===== config.mk =====
export PLATFORM = sky130hd
export DESIGN_NAME = fetch_sequencer
export DESIGN_NICKNAME = d
export VERILOG_FILES = /design/src/rtl/fetch_sequencer.sv
export SDC_FILE = /design/constraint.sdc
export NUM_CORES = 1
export LEC_CHECK = 0
export ABC_AREA = 1
export ABC_CLOCK_PERIOD_IN_PS = 1300
export BUFFER_PORTS_ARGS = -buffer_cell sky130_fd_sc_hd__clkbuf_2
export CAP_MARGIN = 25
export CORE_MARGIN = 3
export CORE_UTILIZATION = 48
export CTS_CLUSTER_SIZE = 16
export DETAILED_ROUTE_END_ITERATION = 8
export PLACE_DENSITY = 0.76
export SYNTH_ARGS = -nofsm -noshare
export SYNTH_HDL_FRONTEND = slang
export SYNTH_SLANG_ARGS = --single-unit

===== constraint.sdc =====
create_clock -name clk -period 1.3 [get_ports clk]
set_input_delay 0.325 -clock clk [delete_from_list [all_inputs] [get_ports clk]]
set_output_delay 0.325 -clock clk [all_outputs]
set_load 0.01 [all_outputs]

===== src/rtl/fetch_sequencer.sv =====
// Instruction fetch/issue sequencer: fetches the word at the PC, issues it to control_unit, waits for completion.
// Optional memory timeout is enabled with FETCH_SEQ_TIMEOUT_EN.
module fetch_sequencer #(
   parameter int ADDR_W      = 16,
   parameter int DATA_W      = 16,
   parameter int MEM_TIMEOUT = 15
) (
   input  logic              clk,
   input  logic              rst,
   input  logic              run,
   input  logic              fault_clr,
   input  logic [ADDR_W-1:0] pc_val,
   output logic              pc_inc,
   output logic              mem_req,
   output logic [ADDR_W-1:0] mem_addr,
   input  logic              mem_ack,
   input  logic [DATA_W-1:0] mem_rdata,
   output logic [DATA_W-1:0] instr,
   output logic              new_instr,
   input  logic              cu_done,
   output logic              halted,
   output logic              fault,
   output logic [15:0]       instr_count
);

   typedef enum logic [2:0] {
      S_IDLE,
      S_REQ,
      S_ISSUE,
      S_EXEC,
      S_FAULT
   } state_t;

   state_t      state_reg;
   state_t      state_next;
   logic        load_addr;
   logic        load_instr;
   logic        retire;
   logic [15:0] count_reg;

`ifdef FETCH_SEQ_TIMEOUT_EN
   localparam int TIMER_W = (MEM_TIMEOUT < 2) ? 1 : $clog2(MEM_TIMEOUT);
   logic [TIMER_W-1:0] timer_reg;
   logic               timer_expired;

   // Timer counts completed REQ cycles; expiry on the last one unless ack arrives then.
   assign timer_expired = (timer_reg == TIMER_W'(MEM_TIMEOUT - 1));
`else
   logic unused_cfg;
   assign unused_cfg = fault_clr | (MEM_TIMEOUT < 0);
`endif

   always_comb begin
      state_next = state_reg;
      load_addr  = 1'b0;
      load_instr = 1'b0;
      retire     = 1'b0;
      case (state_reg)
         S_IDLE: begin
            if (run) begin
               state_next = S_REQ;
               load_addr  = 1'b1;
            end
         end
         S_REQ: begin
            if (mem_ack) begin
               state_next = S_ISSUE;
               load_instr = 1'b1;
            end
`ifdef FETCH_SEQ_TIMEOUT_EN
            else if (timer_expired) begin
               state_next = S_FAULT;
            end
`endif
         end
         S_ISSUE: state_next = S_EXEC;
         S_EXEC: begin
            if (cu_done) begin
               retire = 1'b1;
               if (run) begin
                  state_next = S_REQ;
                  load_addr  = 1'b1;
               end else begin
                  state_next = S_IDLE;
               end
            end
         end
         S_FAULT: begin
`ifdef FETCH_SEQ_TIMEOUT_EN
            if (fault_clr) state_next = S_IDLE;
`else
            state_next = S_IDLE;
`endif
         end
         default: state_next = S_IDLE;
      endcase
   end

   // Status outputs are decoded from the next state so they change with the state register.
   always_ff @(posedge clk or negedge rst) begin
      if (!rst) begin
         state_reg <= S_IDLE;
         mem_req   <= 1'b0;
         new_instr <= 1'b0;
         pc_inc    <= 1'b0;
         halted    <= 1'b1;
      end else begin
         state_reg <= state_next;
         mem_req   <= (state_next == S_REQ);
         new_instr <= (state_next == S_ISSUE);
         pc_inc    <= (state_next == S_ISSUE);
         halted    <= (state_next == S_IDLE);
      end
   end

   always_ff @(posedge clk or negedge rst) begin
      if (!rst) begin
         mem_addr  <= '0;
         instr     <= '0;
         count_reg <= '0;
      end else begin
         if (load_addr)  mem_addr  <= pc_val;
         if (load_instr) instr     <= mem_rdata;
         if (retire)     count_reg <= count_reg + 16'd1;
      end
   end

   assign instr_count = count_reg;

`ifdef FETCH_SEQ_TIMEOUT_EN
   always_ff @(posedge clk or negedge rst) begin
      if (!rst) begin
         timer_reg <= '0;
         fault     <= 1'b0;
      end else begin
         fault <= (state_next == S_FAULT);
         if (load_addr)
            timer_reg <= '0;
         else if (state_reg == S_REQ && !mem_ack && !timer_expired)
            timer_reg <= timer_reg + 1'b1;
      end
   end
`else
   assign fault = 1'b0;
`endif

endmodule


==> impl_metrics.yaml <==
cts:
  htree_levels: 2
  hold_buffers: 0
  ctsLongestPathBuffers: 2
  numCtsBuffers: 5
  cts_tree: "yes"
  cts-root-buf: "clkbuf_8"
  cts.sinks: 54
  clkTransAtPathRegs_ns: 0.09
  insertion_delay_ns: 0.30
synth:
  synth_top_family_by_area: "simple AND/OR/NAND/NOR gates"
  syn_inst: 275
  synthArstFlopShare: 1.000
  postSynthAreaPerCell_um2: 8.472
  synth-compound-area-share: 0.005908
  synth_xor_area_frac: 0.03759
  synth_area_leaders: "dfrtp_1, nand2_1, nor2_1"
  synth_top_area_cell: "dfrtp_1"
  ys.flop_type: "dfrtp_1"
  netlist_area_um2: 2330
  ys_seq_elements: 54
  ys_types: 21
  synth.top_cells.by_count: "nand2_1, dfrtp_1, nor2_1, inv_1, nand3_1"
  synth_fa_ha_area_frac: 0.005371
  synth_most_common_cell: "nand2_1"
  synth-edff-count: 0
  yosys-mux-area-fraction: 0
  ys_warn_count: 0
  yosysSeqAreaShare: 0.5806
  synth-simple-area-share: 0.3169
  synth.top_cell.area_share: 0.5693
sta:
  setup_viol: 1
  drv_slew: 0
  fin_crit_sh: 1.013
  tns_ns: -0.01677
  max_freq_mhz: 759.4
  layout_min_cycle_time_ns: 1.317
  timing.hold.ws_ns: 0.004022
  grt_setup_unrepaired: "true"
  final_hold_viol_count: 0
  setup_ws_ns: -0.01677
  fin_skew_ns: 0.005958
cells_and_area:
  multi_input_area_um2: 949.7
  area_delta_synth_final_pct: 35.45
  final_nets: 421
  layout-drive-gt1-share: 0.3786
  num_antenna_cells: 0
  stdcell_area_um2: 3156
  finalNonFillerCells: 435
  fill_cells: 369
  register_area_um2: 1358
floorplanning:
  core_um2: 4504
  io_pins: 91
  die-width_um: 75.67
  die_area_um2: 5725
  std_cell_rows: 24
  start_util: 0.5172
  die_h_um: 75.67
setup_path:
  worstSetupPathType: "flip-flop to output port"
  r2r_cells: 7
  cp-start-kind: "flip-flop"
  cp.arrival_ns: 0.99
  setup.worst_path.end_class: "output port"
  crit_path_max_fanout: 3
  critical_path_required_ns: 0.98
  rrSetupSlack_ns: 0.03
  critPathBufInv: 2
  slowest_stage: "dfrtp_1"
  rr_startpoint: "state_reg[2]"
  max_stage_delay_ns: 0.43
  crit_chain: "buf_4, clkbuf_2"
  critical_path.top_delay_family: "flip-flops"
  r2r-end: "mem_addr[8]"
placement:
  placedInstanceArea_um2: 2933
  gp_congestion: 0.8626
  placed_cells: 424
  dp_hpwl_um: 3812
  port_buffers: 88
  place_ws_ns: -0.02535
worst_hold_path:
  hp-class: "input port to async pin"
global_routing:
  grt_pass1_wl_um: 8466
  track_usage: 0.1940
  grt_pass1_vias: 1966
  grt_max_degree: 55
  antenna_found_initial: 0
  overflow: 0
job:
  cap_violations: 0
route:
  post_drt_wl_per_cell_um: 12.10
  drtAntennaViolNets: 0
  vias_per_cell: 4.738
  post-route-drc-count: 0
  num_vias: 2061
  firstDrtPassIters: 4
  drt_iter0_drc: 79
  routed_wl_um: 5264
power:
  vdd_ir_drop_max_uv: 847.1
  powerDensity_nw_per_um2: 1443
  leakage_nw: 1.764
outcome:
  violations: "negative setup slack"
  status: "finished, violations left"
-- kinds of logic (layout without fill, tap and decap cells) --
| kind of cell | count (synthesis) | count (layout) |
|---|---|---|
| DFF | 54 | 54 |
| AOI/OAI and AO/OA | 2 | 2 |
| and+or+nand+nor | 183 | 183 |
| buffers and inverters | 24 | 131 |
| xor gates and xnor gates | 10 | 10 |
| other | 1 | 2 |
| adders and majority gates | 1 | 1 |
-- per-stage QoR --
step                      power (W)    util
after floorplan            0.002938       -
after global placement     0.003565  0.6511
after detailed placement   0.003615  0.6511
after CTS                  0.004544  0.6783
after global routing       0.004878  0.7006
final                      0.004553  0.7006
-- worst max-delay path by stage --
stage,start,end,slack [ns],depth (start not counted)
finish,instr_count[1],instr_count[1],-0.02,2
global route,instr_count[1],instr_count[13],-0.10,8
CTS,instr_count[0],instr_count[0],-0.02,2
detailed placement,instr_count[0],instr_count[10],-0.03,6
global placement,instr_count[0],instr_count[10],0.01,6
floorplan,instr_count[1],instr_count[10],0.0009,6
-- timing repair --
| item | 4_1_cts | 5_1_grt |
|---|---|---|
| buffers inserted | 3 | 1 |
| pin swaps | 4 | 10 |
| resized for setup | 8 | 29 |
| cloned | 0 | 0 |
| endpoints found under the setup margin | 22 | 48 |
-- where the power goes --
part	internal [W]	leakage (nW)	switching, W
clock network	0.000381	0.0452	0.000531
logic	0.000604	1.03	0.000703
registers	0.00209	0.691	0.000248
-- area by class of cell --
class | count | area share
multi-input cells | 198 | 0.3010
clock buffers | 6 | 0.02300
flip-flops and latches | 54 | 0.4302
inverters | 17 | 0.02102
repair buffers | 106 | 0.1998
well taps | 52 | 0.02062
clock inverters | 2 | 0.004362
-- cells in the final DEF, fill, tap and decap left out, drive strengths merged, types with 2 or more instances in the layout --
master | netlist | layout
nand4 | 4 | 4
nand3 | 9 | 9
buf | 7 | 20
conb | 1 | 2
xor2 | 4 | 4
dfrtp | 53 | 53
clkinv | 0 | 2
inv | 17 | 17
xnor2 | 6 | 6
nor2 | 24 | 24
clkbuf | 0 | 92
nand2 | 144 | 144
o21ai | 2 | 2
-- layer usage --
layer	GRT usage	vias up	part of all wire
li1	-	1042	-
met1	0.2378	937	0.41
met2	0.3346	74	0.50
met3	0.05805	8	0.078
met4	0.05049	0	0.012
met5	0	-	0
Power figures use the tool's default switching activity.
